### src/rtl/wb_serial_master.sv
// wb_serial_master: turns a byte-stream command link into single Wishbone
// word transfers. Frame: cmd, 4 address bytes, optional 4 data bytes (MSB
// first). Each accepted command yields a status byte (0x06 ok / 0x15 fail),
// followed by 4 read-data bytes for a successful read.
module wb_serial_master #(
    parameter int unsigned timeout_cycles = 1024
) (
    input  logic        clk,
    input  logic        reset,
    input  logic [7:0]  rx_data,
    input  logic        rx_valid,
    output logic        rx_ready,
    output logic [7:0]  tx_data,
    output logic        tx_valid,
    input  logic        tx_ready,
    output logic [31:0] wb_adr_o,
    output logic [31:0] wb_dat_o,
    input  logic [31:0] wb_dat_i,
    output logic [3:0]  wb_sel_o,
    output logic        wb_we_o,
    output logic        wb_cyc_o,
    output logic        wb_stb_o,
    input  logic        wb_ack_i,
    input  logic        wb_err_i
);

    localparam logic [2:0] S_IDLE   = 3'd0;
    localparam logic [2:0] S_ADDR   = 3'd1;
    localparam logic [2:0] S_WDATA  = 3'd2;
    localparam logic [2:0] S_BUS    = 3'd3;
    localparam logic [2:0] S_STATUS = 3'd4;
    localparam logic [2:0] S_RDATA  = 3'd5;

    localparam logic [7:0] CMD_WR = 8'h01;
    localparam logic [7:0] CMD_RD = 8'h02;
    localparam logic [7:0] ST_OK  = 8'h06;
    localparam logic [7:0] ST_BAD = 8'h15;

    // Counter value seen in the last permitted bus cycle; the counter starts
    // at 0 on the first cycle, so cyc stays high exactly timeout_cycles cycles.
    localparam logic [15:0] TMO_LAST = 16'(timeout_cycles - 1);

    logic [2:0]  r_state;
    logic [1:0]  r_cnt;
    logic [15:0] r_tmo;
    logic [31:0] r_adr;
    logic [31:0] r_wdat;
    logic [31:0] r_rdata;
    logic [7:0]  r_status;
    logic        r_we;
    logic        r_cyc;

    logic w_rx_fire;
    logic w_tx_fire;
    logic w_bus_ok;
    logic w_bus_end;

    // Bytes are only taken while a command is being assembled; reset forces 0.
    assign rx_ready  = ~reset & ((r_state == S_IDLE) | (r_state == S_ADDR) |
                                 (r_state == S_WDATA));
    assign w_rx_fire = rx_valid & rx_ready;
    assign tx_valid  = (r_state == S_STATUS) | (r_state == S_RDATA);
    assign w_tx_fire = tx_valid & tx_ready;

    // Ack together with err counts as an error.
    assign w_bus_ok  = wb_ack_i & ~wb_err_i;
    assign w_bus_end = wb_ack_i | wb_err_i;

    assign wb_adr_o = r_adr;
    assign wb_dat_o = r_wdat;
    assign wb_cyc_o = r_cyc;
    assign wb_stb_o = r_cyc;
    assign wb_we_o  = r_cyc & r_we;
    assign wb_sel_o = r_cyc ? 4'hF : 4'h0;

    // Response byte mux: status first, then read data MSB first.
    always_comb begin
        tx_data = 8'h00;
        if (r_state == S_STATUS)
            tx_data = r_status;
        else if (r_state == S_RDATA)
            tx_data = r_rdata[31:24];
    end

    // Command assembly, bus cycle with timeout, and response sequencing.
    always_ff @(posedge clk) begin
        if (reset) begin
            r_state  <= S_IDLE;
            r_cnt    <= 2'd0;
            r_tmo    <= 16'd0;
            r_adr    <= 32'd0;
            r_wdat   <= 32'd0;
            r_rdata  <= 32'd0;
            r_status <= 8'h00;
            r_we     <= 1'b0;
            r_cyc    <= 1'b0;
        end else begin
            case (r_state)
                S_IDLE: begin
                    // Unknown command bytes are swallowed silently.
                    if (w_rx_fire && (rx_data == CMD_WR || rx_data == CMD_RD)) begin
                        r_state <= S_ADDR;
                        r_we    <= (rx_data == CMD_WR);
                        r_cnt   <= 2'd0;
                    end
                end
                S_ADDR: begin
                    if (w_rx_fire) begin
                        r_adr <= {r_adr[23:0], rx_data};
                        r_cnt <= r_cnt + 2'd1;
                        if (r_cnt == 2'd3) begin
                            if (r_we) begin
                                r_state <= S_WDATA;
                            end else begin
                                r_state <= S_BUS;
                                r_cyc   <= 1'b1;
                                r_tmo   <= 16'd0;
                            end
                        end
                    end
                end
                S_WDATA: begin
                    if (w_rx_fire) begin
                        r_wdat <= {r_wdat[23:0], rx_data};
                        r_cnt  <= r_cnt + 2'd1;
                        if (r_cnt == 2'd3) begin
                            r_state <= S_BUS;
                            r_cyc   <= 1'b1;
                            r_tmo   <= 16'd0;
                        end
                    end
                end
                S_BUS: begin
                    // A response in the final cycle beats the timeout.
                    if (w_bus_end) begin
                        r_cyc    <= 1'b0;
                        r_state  <= S_STATUS;
                        r_status <= w_bus_ok ? ST_OK : ST_BAD;
                        if (w_bus_ok && !r_we)
                            r_rdata <= wb_dat_i;
                    end else if (r_tmo == TMO_LAST) begin
                        r_cyc    <= 1'b0;
                        r_state  <= S_STATUS;
                        r_status <= ST_BAD;
                    end else begin
                        r_tmo <= r_tmo + 16'd1;
                    end
                end
                S_STATUS: begin
                    if (w_tx_fire) begin
                        r_cnt <= 2'd0;
                        if (!r_we && r_status == ST_OK)
                            r_state <= S_RDATA;
                        else
                            r_state <= S_IDLE;
                    end
                end
                S_RDATA: begin
                    if (w_tx_fire) begin
                        r_rdata <= {r_rdata[23:0], 8'h00};
                        r_cnt   <= r_cnt + 2'd1;
                        if (r_cnt == 2'd3)
                            r_state <= S_IDLE;
                    end
                end
                default: begin
                    r_state <= S_IDLE;
                    r_cyc   <= 1'b0;
                end
            endcase
        end
    end

endmodule

### config.mk
export PLATFORM = sky130hd
export DESIGN_NAME = wb_serial_master
export DESIGN_NICKNAME = d
export VERILOG_FILES = /design/src/rtl/wb_serial_master.sv
export SDC_FILE = /design/constraint.sdc
export NUM_CORES = 1
export LEC_CHECK = 0
export BUFFER_PORTS_ARGS = -buffer_cell sky130_fd_sc_hd__buf_4
export CORE_MARGIN = 2
export CORE_UTILIZATION = 50
export DETAILED_ROUTE_END_ITERATION = 10
export PLACE_DENSITY = 0.76
export SLEW_MARGIN = 25
export SYNTH_ARGS = -nofsm -noshare
export SYNTH_HDL_FRONTEND = slang
export SYNTH_SLANG_ARGS = --single-unit
export TNS_END_PERCENT = 5
### constraint.sdc
create_clock -name clk -period 4.05 [get_ports clk]
set_clock_uncertainty 0.15 [all_clocks]
set_input_delay 0.405 -clock clk [delete_from_list [all_inputs] [get_ports clk]]
set_output_delay 0.405 -clock clk [all_outputs]
set_load 0.005 [all_outputs]
* Yosys cells after proc, flatten, opt, wreduce, memory -nomap -nowiden
Cells that the tools add are included.
** Cells by class
- Add/sub/neg operators :: 2
- Equal/unequal tests :: 25
- Multiplexer cells :: 44
- Bitwise gates (word level) :: 12
- Reductions and logical operators :: 21
** Operators by type and width (number)
- 16-bit two-way mux :: 7
- 32-bit two-way mux :: 3
- 32-bit case mux with 2 select lines :: 1
- 16-bit case mux with 3 select lines :: 1
- 3-bit two-way mux :: 11
- 8-bit two-way mux :: 4
- 2-bit != test (second input constant) :: 9
- 3-bit case mux with 6 select lines :: 1
- 16-bit by 1-bit adder with 16-bit output (second input constant) :: 1
- 16-bit by 10-bit == test with 1-bit output (second input constant) :: 1
- 2-bit by 1-bit != test with 1-bit output (second input constant) :: 5
- 9-bit AND reduction :: 1
- 8-bit by 1-bit == test with 1-bit output (second input constant) :: 1
- 8-bit by 2-bit == test with 1-bit output (second input constant) :: 1
- 8-bit by 3-bit == test with 1-bit output (second input constant) :: 1
- 1-bit two-way mux :: 8
- 2-bit two-way mux :: 4
- 2-bit case mux with 4 select lines :: 1
- 2-bit AND reduction :: 4
- 8-bit AND reduction :: 1
- 7-bit AND reduction :: 1
- 3-bit by 2-bit == test with 1-bit output (second input constant) :: 2
- 3-bit == test (second input constant) :: 2
- 1-bit bitwise AND :: 5
- 20 further kinds :: 28
** Word-level totals
- Bits in registers :: 127
- Input port bits :: 46
- Output and inout bits :: 81

* Logic depth before layout (Yosys ltp)
Gate-level depths: netlist (run 1).
- Word-level depth :: 8
- Mapped depth :: 7
- Mapped depth without buffers :: 6

* Worst setup path after synthesis (run 1)
OpenSTA, ideal clock, no wires.
- Kind :: reg2reg
- From :: register r_tmo[0]
- To :: register r_state[0]
- Data arrival time :: 1.585 ns
- Data required time :: 3.768 ns
- Slack :: 2.182 ns
- Stages on the path, launching flop included :: 7
- Path buffers :: 0
- Period minus slack after synthesis :: 1.868 ns
- Cell sequence :: dfxtp_1 > ha_1 > nor4bb_1 > nand4_1 > and2_1 > a211oi_1 > nor4_2
** On the way
- Cells in the longest elaborated chain, start to end :: 3
** RTL lines
- start, declared :: line 45 : logic [15:0] r_tmo;
- start signal, assigned :: line 146 : r_tmo <= r_tmo + 16'd1;
- 16-bit by 10-bit == test with 1-bit output :: line 141 : end else if (r_tmo == TMO_LAST) begin
- 3-bit != test (no source line)
- 9-bit AND reduction (no source line)
- end signal, assigned :: line 137 : r_state <= S_STATUS;
- end signal, assigned :: line 143 : r_state <= S_STATUS;
- end signal, assigned :: line 153 : r_state <= S_RDATA;
- end, declared :: line 43 : logic [2:0] r_state;
Every way passes these cells.
A chain may end at the register's enable or synchronous reset.

* Worst setup path in the final report (run 1)
- From :: register r_state[0]
- To :: output tx_data[5]
** On the way
- Cells in the longest elaborated chain, start to end :: 3
- Elaborated cells on any way between the ends :: 4
** RTL lines
- start signal, assigned :: line 88 : r_state <= S_IDLE;
- start signal, assigned :: line 102 : r_state <= S_ADDR;
- start signal, assigned :: line 113 : r_state <= S_WDATA;
- 3-bit == test :: line 81 : else if (r_state == S_RDATA)
- 8-bit two-way mux :: line 81
- 8-bit two-way mux * :: line 79 : if (r_state == S_STATUS)
- end, declared :: line 13 : output logic [7:0] tx_data,
Mark *: on every way between the ends. The rest lies on a longest branch, timed or not.

==> flow_summary.yaml, run 1 <==
outcome:
  outcome: "finished, final reports clean"
setup_path:
  cp_max_fo: 21
  cp.arrival_ns: 2.03
  worst_ep_required_time_ns: 3.49
  path_class: "reg -> out"
  critPathLaunchType: "flop"
  worstSetupEndpointType: "output port"
sta:
  period_needed_ns: 2.58
  rsz0062_at_grt: "no"
  tightest_slew_ns: 0.948
  slew_viol_final: 0
  hold_viol_final: 0
  maxSlewHeadroom_pct: 36.4
  finalSetupViolCount: 0
  max_freq_mhz: 387
  finalSetupTns_ns: 0
  fin_crit_sh_pct: 63.8
pwr:
  cellPowerDensity_mw_per_mm2: 416
  ir_worst_vdd_mv: 0.287
  combPwrFrac_pct: 4.2
  swShare_pct: 22.1
  p_seq_share_pct: 43.1
  switching_power_mw: 0.624
  p_int_mw: 2.20
  power.leakage_nw: 2.62
  clockPowerShare_pct: 52.7
synth:
  synthesis.area_sq_mm: 0.00515
  syn_area_per_cell_sq_um: 8.03
  ys_ff_latch: 122
  syn_inst: 642
  seq_area_frac_synth_pct: 47.4
  ys.warnings.count: 0
  syn_nets: 690
  ys_types: 52
place:
  place_area_sq_mm: 0.00605
  io_buffers: 126
  post-dp-hpwl_um: 8200
  gp_congestion: 0.804
job:
  drv_cap: 0
cells_and_area:
  mostFrequentLayoutCell: "nand2_1"
  fin_area_sq_mm: 0.00678
  area_growth_pct: 31.7
  mostFrequentLayoutCells: "nand2_1, buf_4, dfxtp_1, a21oi_1, nor2_1"
  antennaDiodeCount: 0
  fillers: 859
  layout.nets: 804
  drive_gt1_share_pct: 22.7
global_routing:
  antenna_found_initial: 0
  grt_pass1_wl_um: 20200
  overflow: 0
  grt_max_degree: 63
  grt_pass1_vias: 4383
  grt_usage_pct: 22.2
drt:
  met3_length_um: 531
  first_pass_iters: 5
  antenna_left: 0
  drt-met1-wl_um: 5290
  via_per_inst: 5.32
  num_vias: 4805
  wl_per_cell_um: 13.7
  dr_wl_met2_um: 6380
  routed_wl_um: 12400
  route.detailed.drc: 0
  topRoutingLayerUsed: "met4"
  drt-initial-drc-count: 263
clocking:
  insertion_delay_ns: 0.51
  tritoncts: "yes"
  postCtsResizedCells: 0
  cts_buffers: 17
  cts_root_buffer: "clkbuf_8"
  clock_path_buffers: 2
  htreeDepth: 4
  clk_pin_slew_worst_paths_ns: 0.06
  cts.sinks: 122
worst_hold_path:
  hold_path.class: "in -> reg"
floorplan:
  core_area_sq_mm: 0.0102
  die_h_um: 106
  start_util_pct: 50.6
  row_count: 37
  dieArea_sq_mm: 0.0111
  chipWidth_um: 106
  io-pin-count: 127
==> power groups by stage <==
stage | logic, mW | registers (mW) | clock network, mW
floorplan | 0.0585 | 1.24 | 0
global placement | 0.104 | 1.24 | 0
detailed placement | 0.107 | 1.24 | 0
CTS | 0.117 | 1.22 | 1.52
global route | 0.129 | 1.22 | 1.57
finish | 0.119 | 1.22 | 1.49
==> synthesized netlist by cell type (all sizes together) <==
cell      n  area [sq um]
buf      23           150
o31ai     1          7.51
a32o      1          10.0
o21a      2          15.0
a32oi     1          8.76
nor3      5          36.3
nand4    10          62.6
mux2i     3          30.0
o211a     1          10.0
a22oi     8          60.1
nor4      7          56.3
and4      3          26.3
a211oi    3          22.5
clkbuf   24          90.1
nor4b     1          15.0
and2      3          18.8
o221a     1          11.3
o21ai     6          30.0
xnor2     8          70.1
or4b      1          13.8
nand3     9          45.0
xor2      9          78.8
a21o      2          22.5
and2b     1          7.51
and3b     1          8.76
dfxtp   122          2440
a31oi     1          6.26
a311oi   24           210
o41ai     1          16.3
o32ai     1          8.76
inv       7          26.3
nor3b     3          22.5
a21boi    1          7.51
nor2     62           235
ha        2          25.0
nand3b    1          20.0
nor2b     3          18.8
nand2b    8          57.6
and3     10          62.6
nor4bb    1          10.0
a21oi    74           374
nand2   187           702
==> metal layers <==
metal | up-vias | GRT usage, %
met5 | - | 0
met4 | 0 | 7.42
met3 | 17 | 5.63
met2 | 119 | 38.2
met1 | 2257 | 27.2
li1 | 2412 | -
==> cell type report <==
type / count / area [sq um] / area share, %
repair buffers: 142 / 1100 / 16.2
multi-input cells: 466 / 2460 / 36.2
inverters: 7 / 26.3 / 0.387
well taps: 136 / 170 / 2.51
flip-flops and latches: 122 / 2440 / 36.0
clock buffers: 18 / 418 / 6.16
clock inverters: 13 / 170 / 2.51
==> metrics by stage <==
| step | std cells | hold slack [ns] | total power, mW | setup slack, ns | utilization, % |
|---|---|---|---|---|---|
| floorplan | 642 | 0.298 | 1.29 | 2.18 | - |
| global placement | 859 | 0.291 | 1.35 | 1.45 | 59.3 |
| detailed placement | 859 | 0.302 | 1.35 | 1.46 | 59.4 |
| CTS | 903 | 0.00106 | 2.85 | 1.39 | 66.4 |
| global route | 904 | 0.00440 | 2.91 | 1.20 | 66.6 |
| finish | 904 | 0.0136 | 2.82 | 1.47 | 66.6 |
==> worst paths after layout <==
kind | from | to | slack, ns | cells past startpoint
max | r_state[0] | tx_data[5] | 1.47 | 3
min | rx_data[4] | wb_adr_o[4] | 0.01 | 3
max reg2reg | r_state[0] | r_tmo[8] | 1.47 | 5
min reg2reg | wb_adr_o[30] | wb_adr_o[30] | 0.31 | 2
==> worst max-delay path: stages (launching register included) <==
cell     delay [ns]
dfxtp_1        0.82
and2b_1        0.37
and3_1         0.22
buf_4          0.12
==> timing repair <==
| item | CTS | global route |
|---|---|---|
| hold endpoints to repair | 13 | 1 |
| setup endpoints to repair | 0 | 0 |
| hold buffers | 13 | 1 |
| buffers inserted | 0 | 0 |
==> registers in the layout, summed over array words and instances, names as in the netlist <==
| register | count |
|---|---|
| r_cnt | 2 |
| r_rdata | 32 |
| r_status | 3 |
| wb_dat_o | 32 |
| wb_cyc_o | 1 |
| wb_adr_o | 32 |
| r_state | 3 |
| r_tmo | 16 |
| r_we | 1 |
==> cells by family after synthesis <==
logic type | Yosys count | synth area share, %
XOR/XNOR | 17 | 2.89
adder cells (fa/ha/maj) | 2 | 0.486
flip-flops | 122 | 47.4
AO/OA/AOI/OAI | 128 | 15.9
multiplexers | 3 | 0.583
AND/OR/NAND/NOR | 316 | 27.5
buffers and inverters | 54 | 5.17
No activity file was read; power rests on OpenSTA's default activity.
==> inputs of run 2 (changes only) <==
ABC_AREA = 1   (was default)
PLACE_DENSITY = 0.75   (was 0.76)
clock period = 2.4 ns   (was 4.05 ns; I/O delays follow)
==> run 2 against run 1 <==
Effect of this change: count of clock-buffer cells in the layout rose by 1; first-iteration DRC count up 15%; synthesized area is 5.3% higher; global-route usage rose by 3.6 points; synthesized cell count rose by 19%; sequential share of layout area down 2.9 points; power rose by 130%; design area increased by 8.9%; wire length grew 19%.
==> flow_summary.yaml, run 2 <==
setup_path:
  worstSetupEndpointType: "output port"
  crit_slowest_cell: "dfxtp_2"
  path_common_cell: "inv_1"
  ff2ff_path_depth: 12
  slowest_delay_ns: 0.38
  cp_top_family: "buffers and inverters"
  reg2reg_to: "r_tmo[11]"
  critPathLaunchType: "flop"
  path_cells: "inv_1 > nand3_1 > inv_1 > buf_8 > nand2_1 > o21ai_0 > buf_4"
  worst_ep_required_time_ns: 2.01
  cp_num_buf_inv: 4
  cp_max_fo: 28
  timing.rr.start: "r_tmo[0]"
  cp.arrival_ns: 1.88
  r2r_setup_slack_ns: 0.31
  path_class: "reg -> out"
worst_hold_path:
  hold_end: "r_status[0]"
  hold_depth: 4
  worstHoldStart: "wb_ack_i"
  hold_path.class: "in -> reg"
synth:
  yosys.area_share.xor_xnor_pct: 1.45
  synth-simple-area-share_pct: 26.0
  synthArstFlopShare_pct: 0
  synth_mux_area_share_pct: 0
  synth_enable_flop_cells: 0
  seq_area_frac_synth_pct: 45.0
  synth_area_leaders: "dfxtp_1, nand2_1, nor2_1"
  yosysTopAreaCell: "dfxtp_1"
  syn_inst: 763
  synthFlopType: "dfxtp_1"
  synth_top_family_by_area: "simple AND/OR/NAND/NOR gates"
  ys_ff_latch: 122
  synth_compound_area_share_pct: 17.3
  ys.warnings.count: 0
  synthTopCellsByCount: "nand2_1, nor2_1, dfxtp_1"
  syn_nets: 811
  synth_top_area_share_pct: 45.0
  syn_area_per_cell_sq_um: 7.11
  synthAdderAreaFrac_pct: 0.461
  yosysMostFrequentCell: "nand2_1"
  ys_types: 34
  synthesis.area_sq_mm: 0.00543
floorplan:
  io-pin-count: 127
  core_area_sq_mm: 0.0107
  chipWidth_um: 108
  start_util_pct: 50.7
  dieArea_sq_mm: 0.0117
  die_h_um: 108
  row_count: 38
sta:
  hold_ws_ns: 0.0261
  fin_crit_sh_pct: 94.7
  slew_viol_final: 0
  period_needed_ns: 2.27
  finalSetupViolCount: 0
  tightest_slew_ns: 0.714
  maxSlewHeadroom_pct: 52.3
  hold_viol_final: 0
  max_freq_mhz: 440
pwr:
  p_seq_share_pct: 36.3
  switching_power_mw: 2.06
  clockPowerShare_pct: 40.9
  cellPowerDensity_mw_per_mm2: 892
  swShare_pct: 31.2
  p_int_mw: 4.53
  combPwrFrac_pct: 22.8
  ir_worst_vdd_mv: 0.519
  power.leakage_nw: 3.22
global_routing:
  grt_max_degree: 81
  grt_usage_pct: 25.8
  overflow: 0
  grt_pass1_vias: 5262
  antenna_found_initial: 0
  grt_pass1_wl_um: 24000
place:
  place_inst: 990
  post-dp-hpwl_um: 9200
  gp_congestion: 0.881
  io_buffers: 126
  place_area_sq_mm: 0.00635
clocking:
  cts_root_buffer: "clkbuf_8"
  tritoncts: "yes"
  clock_path_buffers: 2
  cts.sinks: 122
  clk_pin_slew_worst_paths_ns: 0.06
  htreeDepth: 4
  insertion_delay_ns: 0.53
  cts_buffers: 17
drt:
  wl_per_cell_um: 13.8
  drt-initial-drc-count: 302
  via_per_inst: 5.20
  route.detailed.drc: 0
  first_pass_iters: 7
  routed_wl_um: 14700
  antenna_left: 0
  num_vias: 5524
cells_and_area:
  area_growth_pct: 36.2
  mostFrequentLayoutCells: "nand2_1, nor2_1, buf_4, dfxtp_1, o21ai_0"
  post-route-util_pct: 69.1
  drive_gt1_share_pct: 20.6
  mostFrequentLayoutCell: "nand2_1"
  antennaDiodeCount: 0
  layout.nets: 957
  fin_area_sq_mm: 0.00739
  final_cells: 1062
job:
  drv_cap: 0
outcome:
  outcome: "finished, final reports clean"
## run 2: changes by cell type in the layout (fill, tap and decap cells not counted), sizes merged, moves of 23 or more
cell         previous run  this run
nand2                 187       163
o21ai                   6        80
a311oi                 24         0
a31oi                   1        24
dlygate4sd3            14        40
nor2                   62       142
inv                     9        67
## run 2: power groups by stage
stage / Clock [mW] / Combinational, mW / Sequential, mW
after floorplan: 0 / 1.11 / 2.35
after global placement: 0 / 1.36 / 2.40
after detailed placement: 0 / 1.41 / 2.42
after CTS: 2.72 / 1.47 / 2.38
after global routing: 2.83 / 1.67 / 2.41
final: 2.70 / 1.50 / 2.39
## run 2: how the worst max path moves through the flow
stage / cells after the start / from / endpoint
2_1_floorplan: 13 / r_tmo[0] / r_tmo[14]
5_1_grt: 7 / r_state[1] / tx_data[4]
3_5_place_dp: 9 / r_state[1] / r_tmo[0]
4_1_cts: 7 / r_state[1] / tx_data[1]
3_3_place_gp: 9 / r_state[1] / r_tmo[0]
6_report: 7 / r_state[1] / tx_data[1]
## run 2: cells by family (layout without fill, tap and decap cells)
family | count (synthesis) | in the layout
compound gates | 176 | 176
xor+xnor | 9 | 9
fa+ha+maj | 2 | 2
buf+inv | 112 | 271
flops | 122 | 122
simple gates | 342 | 342
## run 2: what timing repair did
action | 4_1_cts | 5_1_grt
endpoints found under the hold margin | 49 | 0
gates cloned | 0 | 0
setup buffers | 0 | 0
endpoints found under the setup margin | 2 | 8
hold buffers | 40 | 0
gates resized for setup | 1 | 4
## run 2: final cells by class
class                      instances  area, sq um
inverter                          64          245
fill                             822         3310
sequential                       122         2450
tap                              140          175
timing repair buffer             175         1430
multi-input combinational        529         2460
clock inverter                    13          189
clock buffer                      19          442
## run 2: metrics by stage
step | power (mW) | setup TNS, ns | setup WS (ns)
after CTS | 6.58 | 0 | 0.00920
after global routing | 6.91 | -0.00974 | -0.00496
final | 6.59 | 0 | 0.126
after global placement | 3.76 | 0 | 0.380
after floorplan | 3.46 | 0 | 0.621
after detailed placement | 3.83 | 0 | 0.319
## run 2: worst register-to-register path, delay by kind of cell (launching register included)
kind | cells | cell delay, ns
adders and majority gates | 1 | 0.25
buffers and inverters | 2 | 0.23
DFF | 1 | 0.39
AOI/OAI and AO/OA | 1 | 0.06
and+or+nand+nor | 8 | 0.87
## run 2: per-layer routing
| metal | GRT usage (%) | vias to the layer above | part of all wire (%) |
|---|---|---|---|
| met1 | 30.4 | 2543 | 42 |
| met5 | 0 | - | 0 |
| met4 | 10.3 | 0 | 2.0 |
| met3 | 7.53 | 29 | 7.3 |
| met2 | 44.2 | 201 | 49 |
| li1 | - | 2751 | - |
